==> config.mk <==
export PLATFORM = sky130hd
export DESIGN_NAME = edge_counter
export DESIGN_NICKNAME = d
export VERILOG_FILES = /design/src/rtl/edge_counter_pkg.sv /design/src/rtl/sync_ff.sv /design/src/rtl/edge_counter.sv
export SDC_FILE = /design/constraint.sdc
export NUM_CORES = 1
export LEC_CHECK = 0
export CORE_UTILIZATION = 45
export CTS_CLUSTER_DIAMETER = 60
export DETAILED_ROUTE_END_ITERATION = 10
export PLACE_DENSITY = 0.81
export SLEW_MARGIN = 5
export SYNTH_ARGS = -nofsm -noshare
export SYNTH_HDL_FRONTEND = slang
export SYNTH_SLANG_ARGS = --single-unit
==> constraint.sdc <==
create_clock -name clk -period 2.35 [get_ports clk]
set_input_delay 0.5875 -clock clk [delete_from_list [all_inputs] [get_ports clk]]
set_output_delay 0.5875 -clock clk [all_outputs]
set_load 0.005 [all_outputs]
==> src/rtl/edge_counter_pkg.sv <==
// edge_counter_pkg: edge-select encodings and snapshot FSM states shared by the edge counter.
package edge_counter_pkg;
  localparam logic [1:0] EDGE_RISE = 2'b00;
  localparam logic [1:0] EDGE_FALL = 2'b01;
  localparam logic [1:0] EDGE_BOTH = 2'b10;
  localparam logic [1:0] EDGE_NONE = 2'b11;
  typedef enum logic {SNAP_IDLE = 1'b0, SNAP_HOLD = 1'b1} snap_state_t;
endpackage

==> src/rtl/sync_ff.sv <==
// sync_ff: async-reset multi-flop synchroniser for a single asynchronous input bit.
module sync_ff #(
  parameter int STAGES = 2
) (
  input  logic clk,
  input  logic rst_n,
  input  logic d,
  output logic q
);
  logic [STAGES-1:0] r_sync;
  always_ff @(posedge clk or negedge rst_n) begin
    if (!rst_n) r_sync <= '0;
    else r_sync <= {r_sync[STAGES-2:0], d};
  end
  assign q = r_sync[STAGES-1];
endmodule

==> src/rtl/edge_counter.sv <==
// edge_counter: synchronises an async bit, counts selected edges in a saturating counter
// and exposes the count through a four-phase snapshot handshake.
module edge_counter
  import edge_counter_pkg::*;
#(
  parameter int CNT_W       = 8,
  parameter int SYNC_STAGES = 2
) (
  input  logic             clk,
  input  logic             rst_n,
  input  logic             din,
  input  logic             en,
  input  logic [1:0]       edge_sel,
  input  logic             clr,
  input  logic             snap_req,
  output logic             snap_ack,
  output logic [CNT_W-1:0] snap_val,
  output logic [CNT_W-1:0] count,
  output logic             edge_pulse,
  output logic             ovf
);
  localparam int ARM_N = SYNC_STAGES + 1;
  localparam int ARM_W = $clog2(ARM_N + 1);
  logic             w_s;
  logic             r_prev;
  logic [ARM_W-1:0] r_arm;
  logic             w_armed;
  logic             w_det;
  logic             w_hit;
  logic [CNT_W-1:0] r_count;
  logic [CNT_W-1:0] r_snap_val;
  logic             r_ovf;
  logic             r_pulse;
  snap_state_t      r_state;
  snap_state_t      w_state_nxt;
  logic             w_capture;
  sync_ff #(.STAGES(SYNC_STAGES)) u_sync (
    .clk  (clk),
    .rst_n(rst_n),
    .d    (din),
    .q    (w_s)
  );
  // Edges are ignored until the sync chain and prev hold real post-reset samples.
  assign w_armed = r_arm == ARM_W'(ARM_N);
  always_ff @(posedge clk or negedge rst_n) begin
    if (!rst_n) begin
      r_prev <= 1'b0;
      r_arm  <= '0;
    end else begin
      r_prev <= w_s;
      if (!w_armed) r_arm <= r_arm + ARM_W'(1);
    end
  end
  always_comb begin
    w_det = (edge_sel == EDGE_RISE) ? (w_s & ~r_prev) :
            (edge_sel == EDGE_FALL) ? (~w_s & r_prev) :
            (edge_sel == EDGE_BOTH) ? (w_s ^ r_prev) : 1'b0;
    w_hit = w_armed & en & w_det;
  end
  always_ff @(posedge clk or negedge rst_n) begin
    if (!rst_n) begin
      r_count <= '0;
      r_ovf   <= 1'b0;
      r_pulse <= 1'b0;
    end else begin
      r_pulse <= w_hit;
      if (clr) begin
        r_count <= '0;
        r_ovf   <= 1'b0;
      end else if (w_hit) begin
        if (&r_count) r_ovf <= 1'b1;
        else r_count <= r_count + CNT_W'(1);
      end
    end
  end
  // HOLD persists exactly while the request is high, so next state follows snap_req.
  always_comb begin
    w_state_nxt = snap_req ? SNAP_HOLD : SNAP_IDLE;
    w_capture   = (r_state == SNAP_IDLE) && snap_req;
  end
  always_ff @(posedge clk or negedge rst_n) begin
    if (!rst_n) begin
      r_state    <= SNAP_IDLE;
      r_snap_val <= '0;
    end else begin
      r_state <= w_state_nxt;
      if (w_capture) r_snap_val <= r_count;
    end
  end
  assign snap_ack   = r_state == SNAP_HOLD;
  assign snap_val   = r_snap_val;
  assign count      = r_count;
  assign edge_pulse = r_pulse;
  assign ovf        = r_ovf;
endmodule
==> flow_summary.html, run 1 <==
<table>
<tr><th>Metric</th><th>Value</th></tr>
<tr><th colspan="2">Status</th></tr>
<tr><td>Outcome</td><td>finished, final reports clean</td></tr>
<tr><th colspan="2">Timing</th></tr>
<tr><td>RSZ-0062 raised after global routing</td><td>no</td></tr>
<tr><td>Maximum clock skew at final layout</td><td>0.00899 ns</td></tr>
<tr><td>Final period util</td><td>84.5%</td></tr>
<tr><td>Max-slew violation total from the final report</td><td>0</td></tr>
<tr><td>Final Hold Violating Endpoints</td><td>0</td></tr>
<tr><td>Slack of the critical path</td><td>0.365 ns</td></tr>
<tr><td>Min Clock Period, post-route</td><td>1.99 ns</td></tr>
<tr><td>Relative slew slack</td><td>75.1%</td></tr>
<tr><td>Post-route setup TNS</td><td>0 ns</td></tr>
<tr><td>Max Fclk</td><td>504 MHz</td></tr>
<tr><td>Count of final setup violators</td><td>0</td></tr>
<tr><td>Actual transition at the worst max-transition pin</td><td>0.372 ns</td></tr>
<tr><th colspan="2">Power</th></tr>
<tr><td>Leakage Power</td><td>0.617 nW</td></tr>
<tr><td>Worst VDD drop</td><td>0.000440 V</td></tr>
<tr><td>Power density over the cells</td><td>557 nW/um^2</td></tr>
<tr><td>Total power of the final layout</td><td>0.795 mW</td></tr>
<tr><th colspan="2">Setup path</th></tr>
<tr><td>Cell count of the worst reg-to-reg path</td><td>5</td></tr>
<tr><td>CP max FO</td><td>8</td></tr>
<tr><td>Crit start category</td><td>flip-flop</td></tr>
<tr><td>Flop-to-flop setup slack</td><td>0.52 ns</td></tr>
<tr><td>Crit path DAT</td><td>1.40 ns</td></tr>
<tr><td>Destination of the critical timing path</td><td>count[2]</td></tr>
<tr><td>CP endpoint kind</td><td>output pin</td></tr>
<tr><td>Origin of the critical flop-to-flop path</td><td>u_sync.r_sync[1]</td></tr>
<tr><td>Number of buffer and inverter stages on the critical path</td><td>1</td></tr>
<tr><td>Largest incremental delay on the critical path</td><td>0.56 ns</td></tr>
<tr><td>Reg-to-Reg End</td><td>count[5]</td></tr>
<tr><td>Crit-path slowest cell</td><td>sky130_fd_sc_hd__clkdlybuf4s50_1</td></tr>
<tr><td>Kind of cell with the highest combined delay on the critical path</td><td>buffers and inverters</td></tr>
<tr><td>Launching instance or port of the critical path</td><td>count[2]</td></tr>
<tr><td>Cell-by-cell listing of the critical path</td><td>clkdlybuf4s50_1</td></tr>
<tr><td>Number of gates on the worst path with buffers counted</td><td>1</td></tr>
<tr><td>Worst setup path class</td><td>reg -&gt; out</td></tr>
<tr><td>Required arrival time at the worst endpoint</td><td>1.76 ns</td></tr>
<tr><th colspan="2">Place</th></tr>
<tr><td>Placed instance count</td><td>141</td></tr>
<tr><td>Placer Congestion</td><td>0.746</td></tr>
<tr><td>Pre-CTS WS</td><td>0.0314 ns</td></tr>
<tr><td>Hpwl dp</td><td>1550 um</td></tr>
<tr><td>Total of buffers placed on input and output ports</td><td>26</td></tr>
<tr><td>Area post-placement</td><td>1380 sq um</td></tr>
<tr><th colspan="2">Clocking</th></tr>
<tr><td>Number of buffers between clock root and the deepest sink</td><td>2</td></tr>
<tr><td>CTS HTree Levels</td><td>1</td></tr>
<tr><td>Clock Root Buffer</td><td>sky130_fd_sc_hd__clkbuf_4</td></tr>
<tr><td>TritonCTS Buffers</td><td>3</td></tr>
<tr><td>Post-CTS Setup Bufs</td><td>0</td></tr>
<tr><td>Cts-stage hold buffer count</td><td>0</td></tr>
<tr><td>CTS tree</td><td>built</td></tr>
<tr><td>Clock transition at the registers of the reported paths</td><td>0.14 ns</td></tr>
<tr><td>Cells resized by post-CTS repair</td><td>0</td></tr>
<tr><td>Clock network latency to the later pin of the worst-skew pair</td><td>0.32 ns</td></tr>
<tr><td>Clock sink total</td><td>24</td></tr>
<tr><th colspan="2">Logic synthesis</th></tr>
<tr><td>Top flip-flop cell by instance count after synthesis</td><td>sky130_fd_sc_hd__dfrtp_1</td></tr>
<tr><td>Netlist Area Pre-Place</td><td>1080 sq um</td></tr>
<tr><td>Number of enable flip-flop cells after synthesis</td><td>0</td></tr>
<tr><td>Proportion of synthesized chip area in sequential cells</td><td>55.4%</td></tr>
<tr><td>Count of state elements after synthesis</td><td>24</td></tr>
<tr><td>Synth cell types</td><td>27</td></tr>
<tr><td>Net Count, Synth</td><td>100</td></tr>
<tr><td>Cells after synthesis</td><td>88</td></tr>
<tr><td>Fraction of registers with async set/reset</td><td>100%</td></tr>
<tr><td>Avg Inst Size Synth</td><td>12.3 sq um</td></tr>
<tr><td>Syn. warnings</td><td>0</td></tr>
<tr><th colspan="2">Floorplan</th></tr>
<tr><td>Die H</td><td>51.1 um</td></tr>
<tr><td>Effective utilization at floorplan</td><td>48.6%</td></tr>
<tr><td>Core Area</td><td>2230 sq um</td></tr>
<tr><td>Top-level port count</td><td>27</td></tr>
<tr><td>Die width</td><td>51.1 um</td></tr>
<tr><td>Die area</td><td>2610 sq um</td></tr>
<tr><td>Standard-cell rows</td><td>17</td></tr>
<tr><th colspan="2">Finish</th></tr>
<tr><td>Leading cell type in the layout, fill and taps excluded</td><td>sky130_fd_sc_hd__clkdlybuf4s50_1</td></tr>
<tr><td>Count of nets after finishing</td><td>130</td></tr>
<tr><td>Commonest cells after routing, fill and taps aside</td><td>sky130_fd_sc_hd__clkdlybuf4s50_1, sky130_fd_sc_hd__dfrtp_1, sky130_fd_sc_hd__a21oi_1</td></tr>
<tr><td>Post-Layout Cell Count</td><td>145</td></tr>
<tr><td>Share of final-layout standard cells stronger than drive strength 1</td><td>13.7%</td></tr>
<tr><td>Diodes inserted</td><td>0</td></tr>
<tr><td># fillers</td><td>184</td></tr>
<tr><td>Area delta synth-&gt;final</td><td>31.7%</td></tr>
<tr><td>Cell area after layout</td><td>1430 sq um</td></tr>
<tr><th colspan="2">Global routing</th></tr>
<tr><td>Vias in the first global route</td><td>790</td></tr>
<tr><td>First-pass GRT wire length</td><td>3430 um</td></tr>
<tr><td>Overall fraction of global-route tracks in use</td><td>18.7%</td></tr>
<tr><td>Remaining Overflow, GRT</td><td>0</td></tr>
<tr><td>Number of antenna violations at the first check in global routing</td><td>0</td></tr>
<tr><td>Largest net degree at the start of global routing</td><td>25</td></tr>
<tr><th colspan="2">Min path</th></tr>
<tr><td>Worst min-delay path class</td><td>reg -&gt; reg</td></tr>
<tr><th colspan="2">Routing</th></tr>
<tr><td>Post-Route WL</td><td>2090 um</td></tr>
<tr><td>Router iterations before antenna repair</td><td>2</td></tr>
<tr><td>Number of nets with antenna violations after routing</td><td>0</td></tr>
<tr><td>Residual DRC count</td><td>0</td></tr>
<tr><td>DRC violation total after the first TritonRoute iteration</td><td>1</td></tr>
<tr><td>Count of vias placed by the detailed router</td><td>774</td></tr>
<tr><td>Post-detailed-route via-to-cell ratio</td><td>5.34</td></tr>
<tr><td>Routed length per instance</td><td>14.4 um</td></tr>
<tr><th colspan="2">Flow run</th></tr>
<tr><td>Max-cap check violation count</td><td>0</td></tr>
</table>
==> power by group <==
group          total, mW  leakage [nW]  switching (mW)  internal, mW
combinational     0.0673         0.276          0.0313        0.0360
sequential         0.427         0.314         0.00555         0.421
clock              0.301        0.0279           0.129         0.173
==> cell families (layout without fill, tap and decap cells) <==
family / Yosys count / count (layout) / share of synthesized area (%)
AO/OA/AOI/OAI: 14 / 14 / 8.88
XOR/XNOR: 1 / 1 / 0.808
buffers and inverters: 8 / 37 / 3.46
multiplexers: 11 / 11 / 11.3
adder cells (fa/ha/maj): 4 / 4 / 4.61
flip-flops: 24 / 24 / 55.4
AND/OR/NAND/NOR: 26 / 26 / 15.6
==> cell type report <==
class	count	area, sq um	share of cell area (%)
clock buffer	3	22.5	1.58
inverter	5	18.8	1.31
clock inverter	1	30.0	2.10
timing repair buffer	28	275	19.3
tap	28	35.0	2.45
multi-input combinational	56	447	31.3
sequential	24	601	42.0
==> cells in the mapped netlist, types with 2 or more instances <==
cell type	n	share of area (%)
sky130_fd_sc_hd__dfrtp_1	24	55
sky130_fd_sc_hd__a21oi_1	7	3.2
sky130_fd_sc_hd__mux2_2	6	6.2
sky130_fd_sc_hd__inv_1	5	1.7
sky130_fd_sc_hd__ha_1	4	4.6
sky130_fd_sc_hd__mux2_1	4	4.2
sky130_fd_sc_hd__nand3_1	4	1.8
sky130_fd_sc_hd__or4_1	4	2.8
sky130_fd_sc_hd__nand2b_1	3	1.7
sky130_fd_sc_hd__nor2_1	3	1.0
sky130_fd_sc_hd__o31ai_1	3	2.1
sky130_fd_sc_hd__or3_1	3	1.7
sky130_fd_sc_hd__clkbuf_1	2	0.69
sky130_fd_sc_hd__nand2_1	2	0.69
sky130_fd_sc_hd__o41ai_1	2	1.6
==> per-layer routing <==
metal / wire (um) / vias up / GRT usage [%] / part of all wire (%)
li1: - / 373 / - / -
met1: 894 / 381 / 22.2 / 43
met2: 1080 / 15 / 31.4 / 52
met3: 55 / 5 / 2.08 / 2.6
met4: 57 / 0 / 13.4 / 2.7
met5: 0 / - / 0 / 0
==> sequential cells by signal, summed over array words and instances, names as in the netlist <==
register / cells
r_prev: 1
ovf: 1
u_sync.r_sync: 2
count: 8
snap_val: 8
edge_pulse: 1
r_arm: 2
snap_ack: 1
==> stage by stage <==
stage | utilization, % | hold slack, ns
6_report | 64.0 | 0.371
5_1_grt | 64.0 | 0.385
4_1_cts | 64.0 | 0.374
3_5_place_dp | 61.6 | 0.344
3_3_place_gp | 61.6 | 0.338
2_1_floorplan | - | 0.292
==> worst min-delay path by stage <==
stage | start | to | depth (start not counted)
floorplan | rst_n | count[0] | 0
global placement | u_sync.r_sync[0] | u_sync.r_sync[1] | 0
detailed placement | u_sync.r_sync[0] | u_sync.r_sync[1] | 0
CTS | u_sync.r_sync[0] | u_sync.r_sync[1] | 0
global route | u_sync.r_sync[0] | u_sync.r_sync[1] | 0
finish | u_sync.r_sync[0] | u_sync.r_sync[1] | 0
Power figures use the tool's default switching activity.
==> run 2: changes to the inputs <==
clock period = 2.1 ns   (was 2.35 ns; I/O delays follow)
==> run 2 against run 1 <==
- sequential power is 12% higher
- hold slack improved by 0.021 ns
- wire length decreased by 6.2%
- sequential share of layout area grew 0.26 points
- critical endpoint unchanged
==> flow_summary.html, run 2 (same netlist as run 1, synthesis figures left out) <==
<table>
<tr><th>Metric</th><th>Value</th></tr>
<tr><th colspan="2">Status</th></tr>
<tr><td>Outcome</td><td>finished, final reports clean (unchanged)</td></tr>
<tr><th colspan="2">Place</th></tr>
<tr><td>Placer Congestion</td><td>0.748 (was 0.746)</td></tr>
<tr><td>Placed instance count</td><td>142 (was 141)</td></tr>
<tr><td>Pre-CTS WS</td><td>-0.102 ns (was 0.0314 ns)</td></tr>
<tr><td>Hpwl dp</td><td>1510 um (was 1550 um)</td></tr>
<tr><td>Total of buffers placed on input and output ports</td><td>26 (unchanged)</td></tr>
<tr><th colspan="2">Finish</th></tr>
<tr><td>Post-Layout Cell Count</td><td>146 (was 145)</td></tr>
<tr><td>Final Core Density</td><td>63.6% (was 64.0%)</td></tr>
<tr><td>Area delta synth-&gt;final</td><td>30.9% (was 31.7%)</td></tr>
<tr><td>Leading cell type in the layout, fill and taps excluded</td><td>sky130_fd_sc_hd__clkdlybuf4s50_1 (unchanged)</td></tr>
<tr><td>Share of final-layout standard cells stronger than drive strength 1</td><td>14.4% (was 13.7%)</td></tr>
<tr><td>Commonest cells after routing, fill and taps aside</td><td>sky130_fd_sc_hd__clkdlybuf4s50_1, sky130_fd_sc_hd__dfrtp_1, sky130_fd_sc_hd__a21oi_1 (unchanged)</td></tr>
<tr><td># fillers</td><td>187 (was 184)</td></tr>
<tr><td>Diodes inserted</td><td>0 (unchanged)</td></tr>
<tr><td>Count of nets after finishing</td><td>131 (was 130)</td></tr>
<tr><td>Register area</td><td>601 sq um (unchanged)</td></tr>
<tr><td>Footprint of the multi-input gates</td><td>447 sq um (unchanged)</td></tr>
<tr><th colspan="2">Power</th></tr>
<tr><td>Total power of the final layout</td><td>0.799 mW (was 0.795 mW)</td></tr>
<tr><td>Power density over the cells</td><td>562 nW/um^2 (was 557 nW/um^2)</td></tr>
<tr><td>Worst VDD drop</td><td>0.000504 V (was 0.000440 V)</td></tr>
<tr><td>Leakage Power</td><td>0.615 nW (was 0.617 nW)</td></tr>
<tr><th colspan="2">Clocking</th></tr>
<tr><td>Clock network latency to the later pin of the worst-skew pair</td><td>0.32 ns (about the same)</td></tr>
<tr><td>TritonCTS Buffers</td><td>3 (unchanged)</td></tr>
<tr><td>Clock transition at the registers of the reported paths</td><td>0.13 ns (was 0.14 ns)</td></tr>
<tr><td>Number of buffers between clock root and the deepest sink</td><td>2 (unchanged)</td></tr>
<tr><td>Clock Root Buffer</td><td>sky130_fd_sc_hd__clkbuf_4 (unchanged)</td></tr>
<tr><td>Post-CTS Setup Bufs</td><td>0 (unchanged)</td></tr>
<tr><td>CTS tree</td><td>built (unchanged)</td></tr>
<tr><td>Cells resized by post-CTS repair</td><td>0 (unchanged)</td></tr>
<tr><td>Clock sink total</td><td>24 (unchanged)</td></tr>
<tr><td>Cts-stage hold buffer count</td><td>0 (unchanged)</td></tr>
<tr><td>CTS HTree Levels</td><td>1 (unchanged)</td></tr>
<tr><th colspan="2">Global routing</th></tr>
<tr><td>First-pass GRT wire length</td><td>3460 um (was 3430 um)</td></tr>
<tr><td>Overall fraction of global-route tracks in use</td><td>18.7% (about the same)</td></tr>
<tr><td>Remaining Overflow, GRT</td><td>0 (unchanged)</td></tr>
<tr><td>Largest net degree at the start of global routing</td><td>25 (unchanged)</td></tr>
<tr><td>Number of antenna violations at the first check in global routing</td><td>0 (unchanged)</td></tr>
<tr><td>Vias in the first global route</td><td>782 (was 790)</td></tr>
<tr><th colspan="2">Setup path</th></tr>
<tr><td>Required arrival time at the worst endpoint</td><td>1.57 ns (was 1.76 ns)</td></tr>
<tr><td>Worst setup path class</td><td>reg -&gt; out (unchanged)</td></tr>
<tr><td>Largest incremental delay on the critical path</td><td>0.56 ns (about the same)</td></tr>
<tr><td>CP max FO</td><td>8 (unchanged)</td></tr>
<tr><td>Crit start category</td><td>flip-flop (unchanged)</td></tr>
<tr><td>Reg-to-Reg End</td><td>count[5] (unchanged)</td></tr>
<tr><td>Flop-to-flop setup slack</td><td>0.21 ns (was 0.52 ns)</td></tr>
<tr><td>Cell-by-cell listing of the critical path</td><td>clkdlybuf4s50_1 (unchanged)</td></tr>
<tr><td>Kind of cell with the highest combined delay on the critical path</td><td>buffers and inverters (unchanged)</td></tr>
<tr><td>Crit path DAT</td><td>1.40 ns (about the same)</td></tr>
<tr><td>Number of buffer and inverter stages on the critical path</td><td>1 (unchanged)</td></tr>
<tr><td>Cell count of the worst reg-to-reg path</td><td>6 (was 5)</td></tr>
<tr><td>CP endpoint kind</td><td>output pin (unchanged)</td></tr>
<tr><td>Origin of the critical flop-to-flop path</td><td>r_prev (was u_sync.r_sync[1])</td></tr>
<tr><td>Crit-path slowest cell</td><td>sky130_fd_sc_hd__clkdlybuf4s50_1 (unchanged)</td></tr>
<tr><th colspan="2">Timing</th></tr>
<tr><td>Slack of the critical path</td><td>0.175 ns (was 0.365 ns)</td></tr>
<tr><td>Actual transition at the worst max-transition pin</td><td>0.367 ns (was 0.372 ns)</td></tr>
<tr><td>Maximum clock skew at final layout</td><td>0.00699 ns (was 0.00899 ns)</td></tr>
<tr><td>Hold slack</td><td>0.392 ns (was 0.371 ns)</td></tr>
<tr><td>Count of final setup violators</td><td>0 (unchanged)</td></tr>
<tr><td>Final Hold Violating Endpoints</td><td>0 (unchanged)</td></tr>
<tr><td>Max-slew violation total from the final report</td><td>0 (unchanged)</td></tr>
<tr><td>Min Clock Period, post-route</td><td>1.93 ns</td></tr>
<tr><td>Relative slew slack</td><td>75.5% (was 75.1%)</td></tr>
<tr><td>RSZ-0062 raised after global routing</td><td>no (unchanged)</td></tr>
<tr><td>Max Fclk</td><td>519 MHz</td></tr>
<tr><td>Final period util</td><td>91.7%</td></tr>
<tr><th colspan="2">Min path</th></tr>
<tr><td>Min-Delay Startpoint</td><td>u_sync.r_sync[0] (unchanged)</td></tr>
<tr><td>Worst min-delay path class</td><td>reg -&gt; reg (unchanged)</td></tr>
<tr><td>Hold path depth</td><td>0 (unchanged)</td></tr>
<tr><td>Hold endpoint</td><td>u_sync.r_sync[1] (unchanged)</td></tr>
<tr><th colspan="2">Routing</th></tr>
<tr><td>Routed length per instance</td><td>13.4 um (was 14.4 um)</td></tr>
<tr><td>Number of nets with antenna violations after routing</td><td>0 (unchanged)</td></tr>
<tr><td>Residual DRC count</td><td>0 (unchanged)</td></tr>
<tr><td>Post-detailed-route via-to-cell ratio</td><td>5.41 (was 5.34)</td></tr>
<tr><td>Router iterations before antenna repair</td><td>4 (was 2)</td></tr>
<tr><td>Post-Route WL</td><td>1960 um (was 2090 um)</td></tr>
<tr><td>DRC violation total after the first TritonRoute iteration</td><td>12 (was 1)</td></tr>
<tr><td>Count of vias placed by the detailed router</td><td>790 (was 774)</td></tr>
<tr><th colspan="2">Floorplan</th></tr>
<tr><td>Die H</td><td>51.1 um (unchanged)</td></tr>
<tr><td>Top-level port count</td><td>27 (unchanged)</td></tr>
<tr><td>Standard-cell rows</td><td>17 (unchanged)</td></tr>
<tr><td>Effective utilization at floorplan</td><td>48.6% (unchanged)</td></tr>
<tr><td>Die area</td><td>2610 sq um (unchanged)</td></tr>
<tr><td>Die width</td><td>51.1 um (unchanged)</td></tr>
<tr><td>Core Area</td><td>2230 sq um (unchanged)</td></tr>
<tr><th colspan="2">Flow run</th></tr>
<tr><td>Max-cap check violation count</td><td>0 (unchanged)</td></tr>
</table>
run 2: changes by cell type in the layout (fill, tap and decap cells not counted):
cell,delta
sky130_fd_sc_hd__buf_4,+1
sky130_fd_sc_hd__bufinv_16,-1
sky130_fd_sc_hd__clkbuf_8,+1
run 2: cell type report:
cell class	count	area share (%)
multi-input cells	56	31.5
inverters	5	1.32
well taps	28	2.47
repair buffers	29	19.9
clock buffers	4	2.56
flip-flops and latches	24	42.3
run 2: power by group:
part,switching (mW),internal (mW),total (mW)
clock network,0.138,0.106,0.244
logic,0.0348,0.0414,0.0762
registers,0.00663,0.471,0.478
run 2: worst register-to-register path: stages (launching register included):
cell	delay, ns
sky130_fd_sc_hd__dfrtp_1	0.40
sky130_fd_sc_hd__inv_1	0.06
sky130_fd_sc_hd__ha_1	0.33
sky130_fd_sc_hd__o21ai_4	0.16
sky130_fd_sc_hd__nand4_4	0.16
sky130_fd_sc_hd__nor4_1	0.34
sky130_fd_sc_hd__mux2_1	0.35
run 2: per-layer routing:
metal	global-route usage, %	routed length (um)	up-vias
met5	0	0	-
met4	13.0	58	0
met3	2.38	78	5
met2	27.9	950	25
met1	25.1	873	381
li1	-	-	379
run 2: worst max path at each step:
stage                      from        to  slack, ns  depth (start not counted)
finish                 count[2]  count[2]       0.17                          1
floorplan                r_prev  count[5]       0.39                          6
detailed placement  edge_sel[0]  count[5]      -0.10                          5
CTS                    count[2]  count[2]       0.16                          1
global placement    edge_sel[0]  count[5]      -0.05                          5
global route             r_prev  count[5]        0.1                          6
run 2: metrics by stage:
stage | TNS, ns | cell area (sq um)
finish | 0 | 1420
global route | 0 | 1420
CTS | 0 | 1420
detailed placement | -0.289 | 1380
global placement | -0.0639 | 1380
floorplan | 0 | 1080
